`src/rtl/game_pkg.sv`:
```
// rtl/game_pkg.sv - shared geometry, colour constants and pixel types for the Mush-Jump datapath
package game_pkg;

   typedef logic [7:0] x_t;
   typedef logic [6:0] y_t;
   typedef logic [2:0] colour_t;

   typedef struct packed {
      x_t      x;
      y_t      y;
      colour_t colour;
   } pixel_t;

   localparam int H_RES       = 160;
   localparam int V_RES       = 120;
   localparam int PLAYER_X    = 20;
   localparam int PSIZE       = 8;
   localparam int GROUND_Y    = 100;
   localparam int JUMP_H      = 24;
   localparam int FALL_STEP   = 4;
   localparam int SCROLL_STEP = 1;

   localparam colour_t COL_SKY    = 3'b011;
   localparam colour_t COL_GND_A  = 3'b010;
   localparam colour_t COL_GND_B  = 3'b110;
   localparam colour_t COL_PLAYER = 3'b100;
   localparam colour_t COL_NONE   = 3'b000;

   // Ground stripes alternate every 8 columns of the scrolled coordinate.
   function automatic colour_t ground_colour(input x_t bx, input logic [7:0] scroll);
      logic [7:0] sx;
      sx = bx + scroll;
      return sx[3] ? COL_GND_B : COL_GND_A;
   endfunction

endpackage

```
`src/rtl/game_datapath_if.sv`:
```
// rtl/game_datapath_if.sv - control strobes, status and pixel-write bundle between FSM and datapath
interface game_datapath_if;
   import game_pkg::*;

   logic    resetn;
   logic    drawB;
   logic    drawC;
   logic    plot;
   logic    enableX;
   logic    enableCountXC;
   logic    countUp;
   logic    countDown;
   logic    enableI;
   logic    doneP;
   logic    doneC;
   logic    ground;
   x_t      x;
   y_t      y;
   colour_t colour;
   logic    writeEn;

   modport master (
      output resetn, drawB, drawC, plot, enableX, enableCountXC,
             countUp, countDown, enableI,
      input  doneP, doneC, ground, x, y, colour, writeEn
   );

   modport slave (
      input  resetn, drawB, drawC, plot, enableX, enableCountXC,
             countUp, countDown, enableI,
      output doneP, doneC, ground, x, y, colour, writeEn
   );

endinterface

```
`src/rtl/xy_scan_counter.sv`:
```
// rtl/xy_scan_counter.sv - raster scan counter over a W x H area, column first, wraps after the last pixel
module xy_scan_counter #(
   parameter int W  = 160,
   parameter int H  = 120,
   parameter int XW = 8,
   parameter int YW = 7
) (
   input  logic          clk,
   input  logic          reset,
   input  logic          clear,
   input  logic          en,
   output logic [XW-1:0] cx,
   output logic [YW-1:0] cy,
   output logic          last
);

   logic x_end;
   logic y_end;

   assign x_end = (cx == XW'(W - 1));
   assign y_end = (cy == YW'(H - 1));
   assign last  = x_end && y_end;

   always_ff @(posedge clk or posedge reset) begin
      if (reset) begin
         cx <= '0;
         cy <= '0;
      end else if (clear) begin
         cx <= '0;
         cy <= '0;
      end else if (en) begin
         if (x_end) begin
            cx <= '0;
            cy <= y_end ? '0 : cy + 1'b1;
         end else begin
            cx <= cx + 1'b1;
         end
      end
   end

endmodule

```
`src/rtl/game_datapath.sv`:
```
// rtl/game_datapath.sv - Mush-Jump datapath: background/player scans, jump physics, scroll and pixel output
module game_datapath
   import game_pkg::*;
(
   input  logic            clk,
   input  logic            reset,
   game_datapath_if.slave  bus
);

   localparam int   PXW     = $clog2(PSIZE);
   localparam y_t   PY_REST = y_t'(GROUND_Y - PSIZE);

   x_t             bx;
   y_t             by;
   logic [PXW-1:0] cx;
   logic [PXW-1:0] cy;
   logic           last_b;
   logic           last_c;
   y_t             py;
   logic [7:0]     scroll;
   y_t             py_up;
   y_t             py_dn;
   logic [7:0]     fall_sum;
   pixel_t         pix;

   xy_scan_counter #(.W(H_RES), .H(V_RES), .XW(8), .YW(7)) u_bg_scan (
      .clk   (clk),
      .reset (reset),
      .clear (bus.resetn),
      .en    (bus.enableX),
      .cx    (bx),
      .cy    (by),
      .last  (last_b)
   );

   xy_scan_counter #(.W(PSIZE), .H(PSIZE), .XW(PXW), .YW(PXW)) u_player_scan (
      .clk   (clk),
      .reset (reset),
      .clear (bus.resetn),
      .en    (bus.enableCountXC),
      .cx    (cx),
      .cy    (cy),
      .last  (last_c)
   );

   assign bus.doneP  = last_b;
   assign bus.doneC  = last_c;
   assign bus.ground = (py == PY_REST);

   assign fall_sum = {1'b0, py} + 8'(FALL_STEP);
   assign py_up    = (py >= y_t'(JUMP_H)) ? py - y_t'(JUMP_H) : '0;
   assign py_dn    = (fall_sum >= {1'b0, PY_REST}) ? PY_REST : fall_sum[6:0];

   // Opposing jump and fall strobes cancel rather than picking a winner.
   always_ff @(posedge clk or posedge reset) begin
      if (reset) begin
         py <= PY_REST;
      end else if (bus.resetn) begin
         py <= PY_REST;
      end else if (bus.countUp && !bus.countDown) begin
         py <= py_up;
      end else if (bus.countDown && !bus.countUp) begin
         py <= py_dn;
      end
   end

   always_ff @(posedge clk or posedge reset) begin
      if (reset) begin
         scroll <= '0;
      end else if (bus.resetn) begin
         scroll <= '0;
      end else if (bus.enableI) begin
         scroll <= scroll + 8'(SCROLL_STEP);
      end
   end

   always_comb begin
      pix = '{x: '0, y: '0, colour: COL_NONE};
      if (bus.drawC) begin
         pix.x      = x_t'(PLAYER_X) + x_t'(cx);
         pix.y      = py + y_t'(cy);
         pix.colour = COL_PLAYER;
      end else if (bus.drawB) begin
         pix.x      = bx;
         pix.y      = by;
         pix.colour = (by < y_t'(GROUND_Y)) ? COL_SKY : ground_colour(bx, scroll);
      end
   end

   // Pixel is taken from the pre-edge counters, so a write and an advance can share a cycle.
   always_ff @(posedge clk or posedge reset) begin
      if (reset) begin
         bus.x       <= '0;
         bus.y       <= '0;
         bus.colour  <= '0;
         bus.writeEn <= 1'b0;
      end else if (bus.resetn) begin
         bus.x       <= '0;
         bus.y       <= '0;
         bus.colour  <= '0;
         bus.writeEn <= 1'b0;
      end else begin
         bus.x       <= pix.x;
         bus.y       <= pix.y;
         bus.colour  <= pix.colour;
         bus.writeEn <= bus.plot;
      end
   end

endmodule

```
`src/flat_wrapper.sv`:
```
// flat-port wrapper written by rule: the top's interface ports become plain ports
module game_datapath_flat import game_pkg::*;
  (clk, reset, bus_resetn, bus_drawB, bus_drawC, bus_plot, bus_enableX, bus_enableCountXC, bus_countUp, bus_countDown, bus_enableI, bus_doneP, bus_doneC, bus_ground, bus_x, bus_y, bus_colour, bus_writeEn);
  game_datapath_if bus_i ();
  input  logic clk;
  input  logic reset;
  input wire logic [$bits(bus_i.resetn)-1:0] bus_resetn;
  input wire logic [$bits(bus_i.drawB)-1:0] bus_drawB;
  input wire logic [$bits(bus_i.drawC)-1:0] bus_drawC;
  input wire logic [$bits(bus_i.plot)-1:0] bus_plot;
  input wire logic [$bits(bus_i.enableX)-1:0] bus_enableX;
  input wire logic [$bits(bus_i.enableCountXC)-1:0] bus_enableCountXC;
  input wire logic [$bits(bus_i.countUp)-1:0] bus_countUp;
  input wire logic [$bits(bus_i.countDown)-1:0] bus_countDown;
  input wire logic [$bits(bus_i.enableI)-1:0] bus_enableI;
  output wire logic [$bits(bus_i.doneP)-1:0] bus_doneP;
  output wire logic [$bits(bus_i.doneC)-1:0] bus_doneC;
  output wire logic [$bits(bus_i.ground)-1:0] bus_ground;
  output wire logic [$bits(bus_i.x)-1:0] bus_x;
  output wire logic [$bits(bus_i.y)-1:0] bus_y;
  output wire logic [$bits(bus_i.colour)-1:0] bus_colour;
  output wire logic [$bits(bus_i.writeEn)-1:0] bus_writeEn;
  assign bus_i.resetn = bus_resetn;
  assign bus_i.drawB = bus_drawB;
  assign bus_i.drawC = bus_drawC;
  assign bus_i.plot = bus_plot;
  assign bus_i.enableX = bus_enableX;
  assign bus_i.enableCountXC = bus_enableCountXC;
  assign bus_i.countUp = bus_countUp;
  assign bus_i.countDown = bus_countDown;
  assign bus_i.enableI = bus_enableI;
  assign bus_doneP = bus_i.doneP;
  assign bus_doneC = bus_i.doneC;
  assign bus_ground = bus_i.ground;
  assign bus_x = bus_i.x;
  assign bus_y = bus_i.y;
  assign bus_colour = bus_i.colour;
  assign bus_writeEn = bus_i.writeEn;
  game_datapath u_core (.clk(clk), .reset(reset), .bus(bus_i));
endmodule
```
`config.mk`:
```
export PLATFORM = sky130hd
export DESIGN_NAME = game_datapath_flat
export DESIGN_NICKNAME = d
export VERILOG_FILES = /design/src/rtl/game_pkg.sv /design/src/rtl/game_datapath_if.sv /design/src/rtl/xy_scan_counter.sv /design/src/rtl/game_datapath.sv /design/src/flat_wrapper.sv
export SDC_FILE = /design/constraint.sdc
export NUM_CORES = 1
export LEC_CHECK = 0
export ABC_CLOCK_PERIOD_IN_PS = 2550
export CORE_AREA = 10 10 94 96
export DETAILED_ROUTE_END_ITERATION = 6
export DIE_AREA = 0 0 104 106
export GPL_TIMING_DRIVEN = 0
export PLACE_DENSITY = 0.55
export SLEW_MARGIN = 20
export SYNTH_ARGS = -nofsm -noshare
export SYNTH_HDL_FRONTEND = slang
export SYNTH_SLANG_ARGS = --single-unit
export TNS_END_PERCENT = 20
```
`constraint.sdc`:
```
create_clock -name clk -period 2.55 [get_ports clk]
set_clock_uncertainty 0.05 [all_clocks]
set_input_delay 0.255 -clock clk [delete_from_list [all_inputs] [get_ports clk]]
set_output_delay 0.255 -clock clk [all_outputs]
set_load 0.01 [all_outputs]
```
==> metrics.md, run 1 <==
| Metric | Value |
|---|---|
| Post-Syn Nets | between 200 and 300 |
| GR Overflow Total | 0 |
| R2R Path Start | u_core.py[2] |
| Unrepaired setup endpoints after global routing | false |
| FF-to-FF End | u_core.py[6] |
| Critical Path Fanout Max | 9 |
| Met3 routed WL | 292 um |
| PortBufs | 30 |
| Most numerous cell in the Yosys netlist | dfrtp_1 |
| Status | complete, no violations |
| Worst path slowest cell | dfstp_2 |
| Tmin final | ~2400 ps |
| Longest Clk Path Bufs | 2 |
| DRT met1 WL | about 3000 um |
| Max-cap violation count | 0 |
| WS Path Type | reg -> out |
| VDD IR max | between 0.15 and 0.2 mV |
| Avg Synthesized Cell Area | 10.1 um2 |
| Detailed-route DRC error count | 0 |
| # setup viols final | 0 |
| Antenna violations before repair | 0 |
| Setup crit end kind | output port |
| Final GP Congestion | around 0.8 |
| Synth area leaders | dfrtp_1, ha_1, nor2_1 |
| Vias in the first global route | 2116 |
| Num CTS Buffers | 5 |
| Die width | 104 um |
| Synth top area share | between 40% and 50% |
| Total Wirelength | 6040 um |
| Via count | slightly above 2000 |
| Layout Nets | 324 |
| Distinct cells, synth | between 50 and 60 |
| Commonest cells in the netlist | dfrtp_1, nor2_1, ha_1, nand2_1 |
| Placed wire-length estimate | about 4400 um |
| Die area | 11000 um2 |
| Synth Warn # | 0 |
| Post-synth ARST share | 100% |
| I/O pins | 33 |
| Detailed Route Iter0 Violations | 114 |
| Cell count after placement | 390 |
| R2R depth | 6 |
| Largest net degree at the start of global routing | 32 |
| Slew headroom | around 54% |
| Power Total | between 0.0015 and 0.002 W |
| Syn Std Cell Area | 2620 um2 |
| Worst hold path type | in -> async |
| Largest delay contributor family on the critical path | flip-flops |
| Endpoints failing hold | 0 |
| GRT Overall Usage | a little under an eighth |
| Worst setup SP type | flip-flop |
| Flop-to-flop setup slack | roughly 570 ps |
| CP Buf/Inv Count | 1 |
| Worst path max stage delay | about 640 ps |
| Worst EP arrival | 2110 ps |
| Slew @ Worst Pin | 687 ps |
| Seq/Total Area, Yosys | a little under half |
| Routed len/inst | 15.2 um |
| Setup TNS Final | 0 ps |
| Initial cell density of the core | ~37% |
| Row Count | 31 |
| Crit-path cells | ha_1 > and2_1 > and3b_1 > clkdlybuf4s50_1 |
| P&R area growth vs syn | 20.9% |
| DR top layer | met4 |
| Core Region | about 7100 um2 |
| Cell Count, Final, Fillers Out | 398 |
| Detailed Routing Iterations Pass 1 | 6 |
| LEAKAGE | approximately 1.4 nW |
| Die height | 106 um |
| Final cycle utilization of the critical path | 94.7% |
| CTS tree | yes |
| H-tree depth | 2 |
| Syn Inst Count | 260 |
| #FFs+latches synth | 49 |
| Via/cell ratio | slightly above 5 |
| Share of cells above drive strength 1 | 10.0% |
| Post-CTS Hold Buffers | 0 |
| Antenna Cells | 0 |
| TritonCTS sink count | 49 |
| Power density cells | 496 nW/um2 |
| Clock root buffer | clkbuf_8 |
| Slew Limit Fails | 0 |
| Clk slew on worst S/H paths | 90 ps |
| First-pass GRT wire length | between 10000 and 15000 um |
| Yosys top cell by area | dfrtp_1 |
| Post-synth EDFFs | 0 |
| Fmax | a little over 0.4 GHz |
| WP data required | 2250 ps |
| Met2 WL | 2670 um |
| Detail Route Antenna Nets | 0 |
| Worst-skew pair later-pin latency | 300 ps |
| Primary FF master, synth | dfrtp_1 |
## layout make-up
| class | instances | area, um2 |
|---|---|---|
| Timing Repair Buffer | 32 | 330 |
| Clock inverter | 1 | 7.51 |
| Buffer | 12 | 61.3 |
| Clock buffer | 6 | 82.6 |
| Tap cell | 99 | 124 |
| Multi-Input combinational cell | 194 | 1310 |
| Sequential cell | 49 | 1230 |
| Inverter | 5 | 18.8 |
| Fill cell | 732 | 3890 |
## per-stage QoR
step	setup WS, ps	cell area (um2)	util (%)	hold slack (ps)
5_1_grt	67.5	3160	44.8	249
3_3_place_gp	53.0	3040	43.1	478
2_1_floorplan	774	2620	-	327
4_1_cts	24.0	3160	44.8	228
6_report	136	3160	44.8	228
3_5_place_dp	207	3060	43.4	480
## power by group
part	switching [W]	total, W	internal, W
clock network	0.000259	0.000474	0.000215
registers	0.0000288	0.000840	0.000812
logic	0.000138	0.000254	0.000115
## worst reg2reg max path, stage by stage (launching register included)
cell and delay (ps):
dfstp_2 580, inv_1 60, ha_1 240, a2111o_1 460, nor2_1 220, a31oi_1 80
a31o_2 230
## kinds of logic after synthesis
logic type               share of synthesized area, %
other                                           0.143
adder cells (fa/ha/maj)                          6.69
flip-flops                                       47.0
buffers and inverters                            3.06
multiplexers                                     2.29
AO/OA/AOI/OAI                                    15.3
XOR/XNOR                                         5.35
AND/OR/NAND/NOR                                  20.1
## flip-flops by register name (all words and copies together) (netlist names)
name	flops
u_core.bus.colour	3
u_core.u_bg_scan.cx	8
u_core.u_player_scan.cy	3
u_core.bus.x	8
u_core.bus.y	7
u_core.scroll	4
u_core.bus.writeEn	1
u_core.u_bg_scan.cy	7
u_core.py	5
u_core.u_player_scan.cx	3
## worst max path at each step
stage | start | to | slack (ps) | cells past startpoint
after floorplan | u_core.py[2] | u_core.py[3] | 770 | 6
after global placement | reset | u_core.py[5] | 50 | 2
after detailed placement | u_core.u_bg_scan.cx[0] | bus_doneP | 210 | 5
after CTS | u_core.u_bg_scan.cx[0] | bus_doneP | 20 | 5
after global routing | u_core.py[3] | bus_ground | 70 | 4
final | u_core.py[3] | bus_ground | 140 | 4
## layer usage
layer	vias to the layer above	global-route usage [%]
met5	-	0
met4	0	3.88
met3	8	2.66
met2	48	17.9
met1	959	15.7
li1	1016	-
## what timing repair did
item,4_1_cts,5_1_grt
setup endpoints to repair,1,1
setup buffers,1,0
pin swaps,1,0
resized for setup,2,1
## placed cells by master, fill, tap and decap left out, types with 4 or more instances in the layout
| cell type | n |
|---|---|
| a21oi_1 | 11 |
| a22oi_1 | 8 |
| a31o_2 | 4 |
| and2_1 | 7 |
| buf_2 | 4 |
| clkbuf_1 | 6 |
| clkbuf_8 | 6 |
| clkdlybuf4s50_1 | 29 |
| dfrtp_1 | 43 |
| dfstp_2 | 4 |
| ha_1 | 14 |
| inv_1 | 4 |
| mux2i_1 | 6 |
| nand2_1 | 14 |
| nand2b_1 | 4 |
| nand3_1 | 8 |
| nand4_1 | 5 |
| nor2_1 | 33 |
| nor2b_1 | 4 |
| nor3_1 | 6 |
| nor3b_1 | 4 |
| o21ai_0 | 8 |
| xnor2_1 | 5 |
| xor2_1 | 11 |
Power figures use the tool's default switching activity.
==> inputs of run 2 (changes only) <==
--- a/config.mk
+++ b/config.mk
@@ -7,6 +7,7 @@
 export LEC_CHECK = 0
 export ABC_CLOCK_PERIOD_IN_PS = 2550
 export CORE_AREA = 10 10 94 96
+export CTS_CLUSTER_SIZE = 20
 export DETAILED_ROUTE_END_ITERATION = 6
 export DIE_AREA = 0 0 104 106
 export GPL_TIMING_DRIVEN = 0
==> results of run 2 <==
Same layout as run 1: the final DEF is identical, and so are final timing and power.
==> inputs of run 3 (changes only) <==
--- a/config.mk
+++ b/config.mk
@@ -10,6 +10,7 @@
 export CTS_CLUSTER_SIZE = 20
 export DETAILED_ROUTE_END_ITERATION = 6
 export DIE_AREA = 0 0 104 106
+export GPL_ROUTABILITY_DRIVEN = 0
 export GPL_TIMING_DRIVEN = 0
 export PLACE_DENSITY = 0.55
 export SLEW_MARGIN = 20
==> results of run 3 <==
Same layout as run 1: the final DEF is identical, and so are final timing and power.
